### src/rtl/touch_pkg.sv
// Shared types and screen geometry for the touch conditioning path.
package touch_pkg;

  typedef enum logic [1:0] {
    IDLE      = 2'd0,
    PRESSING  = 2'd1,
    TOUCHED   = 2'd2,
    RELEASING = 2'd3
  } touch_state_t;

  localparam int TFT_WIDTH  = 480;
  localparam int TFT_HEIGHT = 272;
  localparam int X_W        = 10;
  localparam int Y_W        = 9;
  localparam int RAW_W      = 9;
  localparam int ACC_W      = 13;

endpackage

### src/rtl/touch_axis_scale.sv
// Combinational per-axis conversion: subtract offset, shift down, clamp to MAX.
module touch_axis_scale #(
  parameter int IN_W   = 13,
  parameter int OUT_W  = 10,
  parameter int OFFSET = 150,
  parameter int SHIFT  = 3,
  parameter int MAX    = 479
) (
  input  logic [IN_W-1:0]  avg,
  output logic [OUT_W-1:0] scaled
);

  localparam logic [IN_W:0]   OFF_EXT = (IN_W + 1)'(OFFSET);
  localparam logic [IN_W-1:0] MAX_V   = IN_W'(MAX);

  logic [IN_W:0]   diff_ext;
  logic [IN_W-1:0] shifted;

  // The extra top bit of the difference is the borrow, so avg < OFFSET never wraps.
  always_comb begin
    diff_ext = {1'b0, avg} - OFF_EXT;
    shifted  = diff_ext[IN_W-1:0] >> SHIFT;
    if (diff_ext[IN_W]) begin
      scaled = '0;
    end else if (shifted > MAX_V) begin
      scaled = OUT_W'(MAX);
    end else begin
      scaled = shifted[OUT_W-1:0];
    end
  end

endmodule

### src/rtl/touch_conditioner.sv
// Samples raw touch data, debounces press/release, block-averages and scales
// the position, and publishes it to the display only on frame boundaries.
module touch_conditioner
  import touch_pkg::*;
#(
  parameter int SAMPLE_DIV    = 100000,
  parameter int Z_THRESH      = 256,
  parameter int PRESS_COUNT   = 3,
  parameter int RELEASE_COUNT = 3,
  parameter int AVG_LOG2      = 2,
  parameter int X_OFFSET      = 150,
  parameter int Y_OFFSET      = 300,
  parameter int X_SHIFT       = 3,
  parameter int Y_SHIFT       = 3
) (
  input  logic             cclk,
  input  logic             reset,
  input  logic [RAW_W-1:0] touch_x,
  input  logic [RAW_W-1:0] touch_y,
  input  logic [RAW_W-1:0] touch_z,
  input  logic             new_frame,
  output logic [X_W-1:0]   locked_x,
  output logic [Y_W-1:0]   locked_y,
  output logic             touch_valid,
  output logic             press_pulse,
  output logic             release_pulse
);

  localparam int CNT_W = (SAMPLE_DIV > 1) ? $clog2(SAMPLE_DIV) : 1;
  localparam int BLOCK = 1 << AVG_LOG2;
  localparam int N_W   = AVG_LOG2 + 1;

  logic [CNT_W-1:0] div_reg;
  logic             tick;
  logic [RAW_W-1:0] samp_x_reg, samp_y_reg;
  logic             pressed_reg, sample_reg;

  touch_state_t state_reg, state_next;
  logic [7:0]   dcnt_reg, dcnt_next;
  logic [ACC_W-1:0] acc_x_reg, acc_x_next, acc_y_reg, acc_y_next;
  logic [N_W-1:0]   n_reg, n_next;
  logic [X_W-1:0]   pend_x_reg, pend_x_next, locked_x_reg, locked_x_next;
  logic [Y_W-1:0]   pend_y_reg, pend_y_next, locked_y_reg, locked_y_next;
  logic             pend_valid_reg, pend_valid_next;
  logic             press_reg, press_next, release_reg, release_next;
  logic             clear_acc, acc_en;

  logic [ACC_W-1:0] sum_x, sum_y, avg_x, avg_y;
  logic [X_W-1:0]   scaled_x;
  logic [Y_W-1:0]   scaled_y;

  assign tick = (div_reg == CNT_W'(SAMPLE_DIV - 1));

  always_ff @(posedge cclk) begin
    if (reset) begin
      div_reg     <= '0;
      samp_x_reg  <= '0;
      samp_y_reg  <= '0;
      pressed_reg <= 1'b0;
      sample_reg  <= 1'b0;
    end else begin
      div_reg    <= tick ? '0 : div_reg + 1'b1;
      sample_reg <= tick;
      if (tick) begin
        samp_x_reg  <= touch_x;
        samp_y_reg  <= touch_y;
        pressed_reg <= (touch_z >= RAW_W'(Z_THRESH));
      end
    end
  end

  // Running sum including the current sample, so a completing block scales in one pass.
  assign sum_x = acc_x_reg + ACC_W'(samp_x_reg);
  assign sum_y = acc_y_reg + ACC_W'(samp_y_reg);
  assign avg_x = sum_x >> AVG_LOG2;
  assign avg_y = sum_y >> AVG_LOG2;

  touch_axis_scale #(
    .IN_W(ACC_W), .OUT_W(X_W), .OFFSET(X_OFFSET), .SHIFT(X_SHIFT), .MAX(TFT_WIDTH - 1)
  ) u_scale_x (
    .avg(avg_x), .scaled(scaled_x)
  );

  touch_axis_scale #(
    .IN_W(ACC_W), .OUT_W(Y_W), .OFFSET(Y_OFFSET), .SHIFT(Y_SHIFT), .MAX(TFT_HEIGHT - 1)
  ) u_scale_y (
    .avg(avg_y), .scaled(scaled_y)
  );

  assign touch_valid = (state_reg == TOUCHED) || (state_reg == RELEASING);

  always_comb begin
    state_next      = state_reg;
    dcnt_next       = dcnt_reg;
    acc_x_next      = acc_x_reg;
    acc_y_next      = acc_y_reg;
    n_next          = n_reg;
    pend_x_next     = pend_x_reg;
    pend_y_next     = pend_y_reg;
    pend_valid_next = pend_valid_reg;
    locked_x_next   = locked_x_reg;
    locked_y_next   = locked_y_reg;
    press_next      = 1'b0;
    release_next    = 1'b0;
    clear_acc       = 1'b0;
    acc_en          = 1'b0;

    // Commit uses pre-edge pending data; a block finishing this cycle overrides pend_valid below.
    if (new_frame && pend_valid_reg && touch_valid) begin
      locked_x_next   = pend_x_reg;
      locked_y_next   = pend_y_reg;
      pend_valid_next = 1'b0;
    end

    if (sample_reg) begin
      case (state_reg)
        IDLE: begin
          if (pressed_reg) begin
            clear_acc = 1'b1;
            if (PRESS_COUNT <= 1) begin
              state_next = TOUCHED;
              press_next = 1'b1;
              dcnt_next  = '0;
            end else begin
              state_next = PRESSING;
              dcnt_next  = 8'd1;
            end
          end
        end
        PRESSING: begin
          if (pressed_reg) begin
            if (dcnt_reg + 8'd1 >= 8'(PRESS_COUNT)) begin
              state_next = TOUCHED;
              press_next = 1'b1;
              dcnt_next  = '0;
            end else begin
              dcnt_next = dcnt_reg + 8'd1;
            end
          end else begin
            state_next = IDLE;
            dcnt_next  = '0;
            clear_acc  = 1'b1;
          end
        end
        TOUCHED: begin
          if (pressed_reg) begin
            acc_en = 1'b1;
          end else if (RELEASE_COUNT <= 1) begin
            state_next   = IDLE;
            release_next = 1'b1;
            dcnt_next    = '0;
            clear_acc    = 1'b1;
          end else begin
            state_next = RELEASING;
            dcnt_next  = 8'd1;
          end
        end
        RELEASING: begin
          if (pressed_reg) begin
            state_next = TOUCHED;
            dcnt_next  = '0;
            acc_en     = 1'b1;
          end else if (dcnt_reg + 8'd1 >= 8'(RELEASE_COUNT)) begin
            state_next   = IDLE;
            release_next = 1'b1;
            dcnt_next    = '0;
            clear_acc    = 1'b1;
          end else begin
            dcnt_next = dcnt_reg + 8'd1;
          end
        end
        default: state_next = IDLE;
      endcase
    end

    if (clear_acc) begin
      acc_x_next      = '0;
      acc_y_next      = '0;
      n_next          = '0;
      pend_valid_next = 1'b0;
    end else if (acc_en) begin
      if (n_reg == N_W'(BLOCK - 1)) begin
        pend_x_next     = scaled_x;
        pend_y_next     = scaled_y;
        pend_valid_next = 1'b1;
        acc_x_next      = '0;
        acc_y_next      = '0;
        n_next          = '0;
      end else begin
        acc_x_next = sum_x;
        acc_y_next = sum_y;
        n_next     = n_reg + 1'b1;
      end
    end
  end

  always_ff @(posedge cclk) begin
    if (reset) begin
      state_reg      <= IDLE;
      dcnt_reg       <= '0;
      acc_x_reg      <= '0;
      acc_y_reg      <= '0;
      n_reg          <= '0;
      pend_x_reg     <= '0;
      pend_y_reg     <= '0;
      pend_valid_reg <= 1'b0;
      locked_x_reg   <= '0;
      locked_y_reg   <= '0;
      press_reg      <= 1'b0;
      release_reg    <= 1'b0;
    end else begin
      state_reg      <= state_next;
      dcnt_reg       <= dcnt_next;
      acc_x_reg      <= acc_x_next;
      acc_y_reg      <= acc_y_next;
      n_reg          <= n_next;
      pend_x_reg     <= pend_x_next;
      pend_y_reg     <= pend_y_next;
      pend_valid_reg <= pend_valid_next;
      locked_x_reg   <= locked_x_next;
      locked_y_reg   <= locked_y_next;
      press_reg      <= press_next;
      release_reg    <= release_next;
    end
  end

  assign locked_x      = locked_x_reg;
  assign locked_y      = locked_y_reg;
  assign press_pulse   = press_reg;
  assign release_pulse = release_reg;

endmodule
### config.mk
export PLATFORM = sky130hd
export DESIGN_NAME = touch_conditioner
export DESIGN_NICKNAME = d
export VERILOG_FILES = /design/src/rtl/touch_pkg.sv /design/src/rtl/touch_axis_scale.sv /design/src/rtl/touch_conditioner.sv
export SDC_FILE = /design/constraint.sdc
export NUM_CORES = 1
export LEC_CHECK = 0
export ABC_AREA = 1
export BUFFER_PORTS_ARGS = -buffer_cell sky130_fd_sc_hd__buf_4
export CAP_MARGIN = 20
export CORE_ASPECT_RATIO = 1.4
export CORE_MARGIN = 3
export CORE_UTILIZATION = 40
export DETAILED_ROUTE_END_ITERATION = 10
export HOLD_SLACK_MARGIN = 0.1
export SETUP_SLACK_MARGIN = 0.5
export SKIP_LAST_GASP = 1
export SYNTH_ARGS = -nofsm -noshare
export SYNTH_HDL_FRONTEND = slang
export SYNTH_SLANG_ARGS = --single-unit
export TNS_END_PERCENT = 10
### constraint.sdc
create_clock -name cclk -period 5.2 [get_ports cclk]
set_clock_uncertainty 0.05 [all_clocks]
set_input_delay 0.78 -clock cclk [delete_from_list [all_inputs] [get_ports cclk]]
set_output_delay 0.78 -clock cclk [all_outputs]
set_load 0.1 [all_outputs]
==> results.tsv, run 1 <==
metric	value	unit
number_of_global_route_vias_before_repair	4862	
drv_slew	0	
synthesis.instances	845	
synth_top_cell_area_share	38.2	%
die_w	108	um
dr_total_vias	5118	
layout.cells.non_filler	1064	
grt_setup_unrepaired	false	
routability_driven_placement_congestion_ratio	0.865	
setup_violations	0	
post_synth_num_cell_types	40	
top_cells_by_instance_count_after_synthesis	nand2_1 (250), dfxtp_1 (111), inv_1 (105)	
drt_wl_cell	11.9	um
numPlacedInstances	1047	
cts.sink_count	111	
final_layout_size_suffix_gt1_share	12.4	%
largest_net_degree_at_the_start_of_global_routing	48	
final_hold_viol_count	0	
dr_wl_met3	279	um
wl_met1	5.71	mm
dp.final_hpwl	9.35	mm
timing.critical_path.mode_cell	nor2_2	
timing.slew.headroom	31.6	%
setup_ws	2.59	ns
largest_register_ffs	17	
clk_root_buffer_cell	clkbuf_16	
outcome	completed	
grt_first_pass_wirelength	22.2	mm
pin_count	52	
start_util	41.2	%
maxCapViolCount	0	
leakage_power_of_the_design	2.98	nW
post_synth_instance_area	5820	sq um
wl_met2	6.46	mm
synth.ff_latch_count	111	
floorplan.rows	51	
cts_tree	built	
drtAntennaViolNets	0	
cp.arrival	2.85	ns
grt_util_all_layers	17.0	%
viasPerCell	4.81	
critPathMaxFanout	30	
layout_min_cycle_time	2.61	ns
cts.repair.resized	0	
most_frequent_cell_after_synthesis	nand2_1	
setup_total_negative_slack	0	ns
synthDominantAreaCellType	dfxtp_1	
placed_cell_area	6270	sq um
cts-htree-levels	3	
final_net_count	929	
cts_hold_buf	0	
grt_antenna_before_repair	0	
least_margin_pin_slew	1.03	ns
number_of_flops_mapped_to_enable_cells_by_yosys	0	
crit_path_end_kind	flip-flop	
flow.area_growth_from_synthesis	13.0	%
max_stage_delay	0.85	ns
dieArea	16000	sq um
postCtsSetupRepairBufs	0	
design_area	6570	sq um
cts-buffers-inserted	9	
worstSetupPathType	reg2reg	
mapped_avg_cell_area	6.88	sq um
synth-main-ff-cell	dfxtp_1	
clockBufferDepth	2	
drt_iter0_markers	200	
port-buffer-count	40	
placeable_core_area	14100	sq um
timing.hold.worst.class	reg2reg	
worstPathCellList	nand2_1 > nor2_2 > inv_2 > nor2_2 > o21ai_0 > or2_2 > a21oi_1	
cp.buffers_inverters	1	
power.density	239	nW/um^2
synth_top_cells_by_area	dfxtp_1 (38%), nand2_1 (16%), inv_1 (6.8%)	
worst-endpoint-required	5.44	ns
detail_route.wirelength	12.7	mm
dp_worst_setup_slack	2.50	ns
achievable-frequency	0.383	GHz
worst_ir_drop_vdd	0.130	mV
clkSlewWorstSetupHoldPaths	0.08	ns
finalCritPeriodShare	50.2	%
sequential_share_of_the_synthesized_area	38.2	%
highest-signal-layer	met4	
worst_setup_path_start_kind	flip-flop	
synth-async-reset-ratio	0	%
clk_latency	0.36	ns
firstDrtPassIters	4	
path_delay_family	simple AND/OR/NAND/NOR gates	
antenna_cells_inserted	0	
global_route.overflow_total	0	
post_detailed_route_drc_marker_count	0	
die_y	149	um
critical-path-slowest-cell	nor2_2	
yosys_warnings	0	
## logic make-up after synthesis
group	count (synthesis)	synth area share, %
AND/OR/NAND/NOR	443	34.3
buffers and inverters	141	9.44
AO/OA/AOI/OAI	115	11.0
flip-flops	111	38.2
adder cells (fa/ha/maj)	25	5.64
XOR/XNOR	9	1.36
other	1	0.0645
## final cells by class
type | count | area (sq um)
clock inverters | 7 | 60.1
multi-input cells | 595 | 3050
inverters | 113 | 424
clock buffers | 9 | 225
well taps | 185 | 231
flip-flops and latches | 111 | 2220
repair buffers | 44 | 358
fillers | 1465 | 7530
## final timing paths
kind	startpoint	to	cells past startpoint	slack, ns
max reg2reg	state_reg[1]$_SDFFE_PP0P_	acc_y_reg[3]$_SDFFE_PP0P_	7	2.59
min reg2reg	locked_x[7]$_SDFFE_PP0P_	locked_x[7]$_SDFFE_PP0P_	2	0.40
min	locked_x[7]$_SDFFE_PP0P_	locked_x[7]$_SDFFE_PP0P_	2	0.40
max	state_reg[1]$_SDFFE_PP0P_	acc_y_reg[3]$_SDFFE_PP0P_	7	2.59
## where the power goes
part	switching (W)	total, W	internal (W)
clock	0.000337	0.000672	0.000335
sequential	0.00000141	0.000852	0.000851
combinational	0.0000302	0.0000460	0.0000158
## worst min-delay path, cell delays in order (launching register included)
cell	delay, ns
dfxtp_1	0.31
inv_1	0.05
a21oi_1	0.05
## routing by layer
| layer | vias to the layer above | GRT usage (%) |
|---|---|---|
| met3 | 15 | 3.00 |
| li1 | 2775 | - |
| met4 | 0 | 5.24 |
| met5 | - | 0 |
| met2 | 42 | 30.1 |
| met1 | 2286 | 20.7 |
## stage by stage
step                total power, W  hold WS, ns  util, %
floorplan                 0.000900        0.368        -
global placement          0.000916        0.379     44.3
detailed placement        0.000919        0.390     44.5
CTS                        0.00159        0.403     46.5
global route               0.00163        0.422     46.6
finish                     0.00157        0.399     46.6
## cells in the final DEF (no fill, tap or decap), drive strengths merged, types with 6 or more instances in the layout
cell type / instances
clkbuf: 9
xor2: 6
nand2: 268
ha: 23
nor2: 52
o21ai: 25
inv: 117
a21oi: 77
nand4: 22
buf: 44
dfxtp: 111
a22oi: 6
nor3: 13
nand3: 73
(Power assumes the default switching activity.)
==> run 2, diff against run 1 <==
Clock period 5.2 ns to 2.6 ns, I/O delays scaled along.
==> run 2 against run 1 <==
  * Register-to-register slack worse by 2.2 ns
  * First-iteration DRC count shrank 2.0%
  * Global-route usage about the same
  * Routed wire length rose by 3.7%
  * Utilization up 3.4 points
  * Fmax is 19% higher
  * Critical path type unchanged
  * Critical endpoint is now pend_y_reg[7]$_SDFFE_PP0P_
==> results.tsv, run 2 (synthesis results as in run 1) <==
metric	value	unit
outcome	completed	
grt_util_all_layers	17.0	%
port-buffer-count	40	
cts_tree	built	
grt_first_pass_wirelength	22.1	mm
numPlacedInstances	1057	
drtAntennaViolNets	0	
drt_wl_cell	12.1	um
firstDrtPassIters	4	
worstPathCellList	ha_4 > fa_2 > nand3_2 > nand4_1 > nand2_4 > nand3_2 > nand2_2 > nand2_2 > nand2_2 > nand2_2 > a21oi_4 > nand2_1 > a21oi_2	
dp.final_hpwl	9.65	mm
cts_hold_buf	0	
timing.hold.worst.class	in2reg	
achievable-frequency	0.457	GHz
final_hold_viol_count	0	
regToRegStartpoint	acc_y_reg[0]$_SDFFE_PP0P_	
worst_ir_drop_vdd	0.288	mV
path_delay_family	simple AND/OR/NAND/NOR gates	
worstSetupPathType	reg2reg	
cp.buffers_inverters	0	
leakage_power_of_the_design	3.08	nW
layout.cells.most_common_list	nand2_1 (228), inv_1 (103), dfxtp_1 (103)	
final_layout_size_suffix_gt1_share	21.4	%
antenna_cells_inserted	0	
max_stage_delay	0.37	ns
pin_count	52	
cp.arrival	2.43	ns
cts.sink_count	111	
flow.area_growth_from_synthesis	21.2	%
layout_commonest_cell	nand2_1	
setup_total_negative_slack	0	ns
detail_route.wirelength	13.1	mm
maxCapViolCount	0	
dr_total_vias	5284	
critical-path-slowest-cell	fa_2	
grt_util_met2	30.5	%
final_net_count	950	
drv_slew	0	
clockBufferDepth	2	
worst_setup_path_start_kind	flip-flop	
placeable_core_area	14100	sq um
routability_driven_placement_congestion_ratio	0.862	
die_w	108	um
setup_violations	0	
grt_setup_unrepaired	true	
floorplan.rows	51	
power.density	459	nW/um^2
layout.cells.non_filler	1085	
number_of_global_route_vias_before_repair	4878	
hold_path_startpoint	touch_x[6]	
clkSlewWorstSetupHoldPaths	0.08	ns
filler_cell_count	1410	
global_route.overflow_total	0	
clk_latency	0.35	ns
clk_root_buffer_cell	clkbuf_16	
cts-buffers-inserted	9	
largest_net_degree_at_the_start_of_global_routing	34	
grt_antenna_before_repair	0	
crit_path_end_kind	flip-flop	
dieArea	16000	sq um
worst-endpoint-required	2.84	ns
die_y	149	um
peak_usage_layer_in_the_global_routing_report	met2	
start_util	41.2	%
timing.critical_path.mode_cell	nand2_2	
met3_capacity_usage_during_global_routing	3.04	%
critPathLaunch	acc_y_reg[0]$_SDFFE_PP0P_	
critPathMaxFanout	6	
drt_iter0_markers	196	
viasPerCell	4.87	
post_detailed_route_drc_marker_count	0	
finalCritPeriodShare	84.2	%
cts-htree-levels	3	
largest_register_ffs	17	
layout_min_cycle_time	2.19	ns
grt.met1_usage	20.1	%
## run 2: changes by cell type in the layout (fill, tap and decap cells not counted), sizes merged
cell	before	now
clkbuf	9	10
clkinvlp	1	0
buf	44	65
inv	117	115
bufinv	0	1
clkinv	2	3
## run 2: per-stage QoR
step / util, % / hold slack, ns / power [W] / instance area, sq um / setup slack, ns
6_report: 50.0 / 0.167 / 0.00324 / 7050 / 0.410
5_1_grt: 50.0 / 0.170 / 0.00336 / 7050 / 0.278
4_1_cts: 48.6 / 0.159 / 0.00328 / 6860 / 0.392
3_5_place_dp: 45.0 / 0.383 / 0.00184 / 6350 / 0.273
3_3_place_gp: 45.0 / 0.377 / 0.00184 / 6350 / 0.260
2_1_floorplan: - / 0.368 / 0.00180 / 5840 / 0.501
## run 2: worst register-to-register path, cell delays in order (launching register included)
cell     delay (ns)
dfxtp_2        0.34
ha_4           0.16
fa_2           0.37
nand3_2        0.10
nand4_1        0.13
nand2_4        0.12
nand3_2        0.11
nand2_2        0.09
nand2_2        0.07
nand2_2        0.08
nand2_2        0.08
a21oi_4        0.21
nand2_1        0.10
a21oi_2        0.14
## run 2: where the power goes
part           leakage (nW)  switching, W  internal, W
registers             0.898    0.00000238      0.00170
clock network         0.154      0.000655     0.000788
logic                  2.03     0.0000600    0.0000311
## run 2: area by class of cell
cell class / count / area, sq um / share of cell area (%)
multi-input combinational: 595 / 3350 / 47.5
sequential: 111 / 2230 / 31.7
clock buffer: 10 / 239 / 3.39
timing repair buffer: 65 / 500 / 7.10
tap: 185 / 231 / 3.28
inverter: 113 / 424 / 6.02
clock inverter: 6 / 73.8 / 1.05
## run 2: final timing paths
kind	cells past startpoint	to	slack [ns]
setup reg to reg	13	pend_y_reg[7]$_SDFFE_PP0P_	0.41
setup / recovery	13	pend_y_reg[7]$_SDFFE_PP0P_	0.41
hold reg to reg	2	locked_x[0]$_SDFFE_PP0P_	0.39
hold / removal	3	samp_x_reg[6]$_SDFFE_PP0P_	0.17
## run 2: repair_timing
action / CTS / global route
setup buffers: 9 / 3
pin swaps: 18 / 10
resized for setup: 30 / 39
endpoints found under the setup margin: 16 / 40
## run 2: layer usage
layer	vias to the layer above	share of wire (%)
li1	2821	-
met2	59	51
met5	-	0
met3	19	3.3
met1	2385	43
met4	0	2.1
==> run 3, diff against run 2 <==
Clock period 2.6 ns to 1.9 ns, I/O delays scaled along.
==> run 3 against run 2 <==
  * The run now ends with setup timing left
  * Global-route usage rose by 1.5 points
  * Via count increased by 8.9%
  * Sequential share of layout area shrank 3.8 points
  * Cell count rose by 9.6%
  * Hold slack better by 0.043 ns
  * Combinational power increased by 81%
  * Setup slack got worse by 0.73 ns
  * Largest power group unchanged
  * First-iteration DRC count is 4.6% higher
  * Routed wire length up 9.5%
  * Clock-buffer cell count decreased by 1
  * Die area stayed put
  * Largest cell class unchanged
  * Critical path type unchanged
==> results.tsv, run 3 (synthesis results as in run 1) <==
metric	value	unit
worst_setup_path_start_kind	flip-flop	
drt_wl_cell	12.1	um
viasPerCell	4.84	
min_path_cells	2	
cts_tree	built	
clk_root_buffer_cell	clkbuf_16	
crit_path_end_kind	flip-flop	
routability_driven_placement_congestion_ratio	0.816	
final_util	56.9	%
clk_latency	0.35	ns
cts-buffers-inserted	9	
final_net_count	1054	
die_y	149	um
cp.arrival	2.46	ns
worst_hold_path.endpoint	pend_y_reg[6]$_SDFFE_PP0P_	
worstSetupPathType	reg2reg	
firstDrtPassIters	6	
finalCritPeriodShare	117	%
dp_worst_setup_slack	-0.275	ns
placed_cell_area	7060	sq um
dr_wl_met3	315	um
hold_path_startpoint	reset	
number_of_global_route_vias_before_repair	5443	
post_detailed_route_drc_marker_count	0	
detail_route.wirelength	14.4	mm
maxCapViolCount	0	
highest-signal-layer	met4	
reg2reg_depth	13	
final_layout_size_suffix_gt1_share	29.9	%
start_util	41.2	%
reg2reg_setup_slack	-0.32	ns
design_area	8020	sq um
cts.sink_count	111	
drv_slew	0	
setup_ws	-0.323	ns
pin_count	52	
global_route.overflow_total	0	
dr_total_vias	5754	
grt_util_all_layers	18.5	%
regToRegStartpoint	samp_y_reg[0]$_SDFFE_PP0P_	
wl_met2	7.86	mm
port-buffer-count	40	
placeable_core_area	14100	sq um
antenna_cells_inserted	0	
seq_area	2240	sq um
layout.cells.most_common_list	nand2_1 (219), buf_4 (147), inv_1 (101)	
timing.hold.worst.class	in2reg	
dieArea	16000	sq um
worst-endpoint-required	2.14	ns
power.density	536	nW/um^2
outcome	finished, violations left	
grt_antenna_before_repair	0	
flow.area_growth_from_synthesis	38.0	%
drtAntennaViolNets	0	
clockBufferDepth	2	
clkSlewWorstSetupHoldPaths	0.08	ns
dp.final_hpwl	10.4	mm
layout_commonest_cell	nand2_1	
fin_hold_ws	0.211	ns
cts-htree-levels	3	
floorplan.rows	51	
largest_net_degree_at_the_start_of_global_routing	34	
area_of_the_multi_input_gates	3500	sq um
grt_first_pass_wirelength	23.9	mm
achievable-frequency	0.450	GHz
final_hold_viol_count	0	
setup_violations	37	
largest_register_ffs	17	
drt_iter0_markers	205	
worst_ir_drop_vdd	0.371	mV
critPathMaxFanout	6	
die_w	108	um
grt_setup_unrepaired	true	
leakage_power_of_the_design	3.60	nW
wl_met1	5.86	mm
layout_min_cycle_time	2.22	ns
setup_total_negative_slack	-4.04	ns
violations	setup timing	
filler_cell_count	1368	
r2r_endpoint	pend_y_reg[1]$_SDFFE_PP0P_	
-- run 3: changes by cell type in the layout (fill, tap and decap cells not counted), sizes merged --
cell,previous run,this run
buf,65,150
bufinv,1,0
clkbuf,10,9
clkinv,3,2
clkinvlp,0,4
dlygate4sd3,0,19
inv,115,114
-- run 3: through the flow --
| stage | instances | power (W) |
|---|---|---|
| after floorplan | 847 | 0.00246 |
| after global placement | 1140 | 0.00252 |
| after detailed placement | 1140 | 0.00252 |
| after CTS | 1181 | 0.00437 |
| after global routing | 1189 | 0.00447 |
| final | 1189 | 0.00430 |
-- run 3: worst max path at each step --
stage	start	to	slack [ns]	depth (start not counted)
CTS	acc_y_reg[0]$_SDFFE_PP0P_	pend_y_reg[7]$_SDFFE_PP0P_	-0.26	17
detailed placement	acc_x_reg[0]$_SDFFE_PP0P_	pend_x_reg[3]$_SDFFE_PP0P_	-0.27	15
global route	samp_y_reg[0]$_SDFFE_PP0P_	pend_y_reg[1]$_SDFFE_PP0P_	-0.47	13
floorplan	acc_y_reg[0]$_SDFFE_PP0P_	pend_y_reg[7]$_SDFFE_PP0P_	-0.13	17
finish	samp_y_reg[0]$_SDFFE_PP0P_	pend_y_reg[1]$_SDFFE_PP0P_	-0.32	13
global placement	samp_y_reg[8]$_SDFFE_PP0P_	pend_y_reg[5]$_SDFFE_PP0P_	-0.29	12
-- run 3: critical path: stages, from the launching register on --
cell and delay (ns):
dfxtp_2 0.34, ha_4 0.16, fa_2 0.39, nand3_2 0.10, nand4_1 0.15, nand2_4 0.13
nand3_4 0.08, nand2_2 0.08, nand2_2 0.06, nand2_2 0.07, nand2_2 0.08, a21oi_4 0.24
nand2_1 0.10, a21oi_2 0.13
-- run 3: cell type report --
type	count	area share (%)
Clock inverter	7	0.702
Multi-Input combinational cell	595	43.7
Tap cell	185	2.88
Clock buffer	9	2.81
Inverter	113	5.32
Timing Repair Buffer	169	16.8
Sequential cell	111	27.9
-- run 3: repair_timing --
action	in CTS	in global routing
setup buffers	6	8
setup endpoints to repair	94	96
resized for setup	22	64
endpoints found under the hold margin	19	0
pin swaps	20	28
hold buffers	19	0
-- run 3: per-layer routing --
layer	up-vias	track usage, %
met2	74	35.7
met3	25	3.00
met5	-	0
met4	0	6.25
met1	2626	19.9
li1	3029	-
-- run 3: where the power goes --
group          switching [W]  internal [W]
clock network       0.000905      0.000901
registers         0.00000291       0.00233
logic              0.0000914     0.0000738
total                0.00100       0.00330
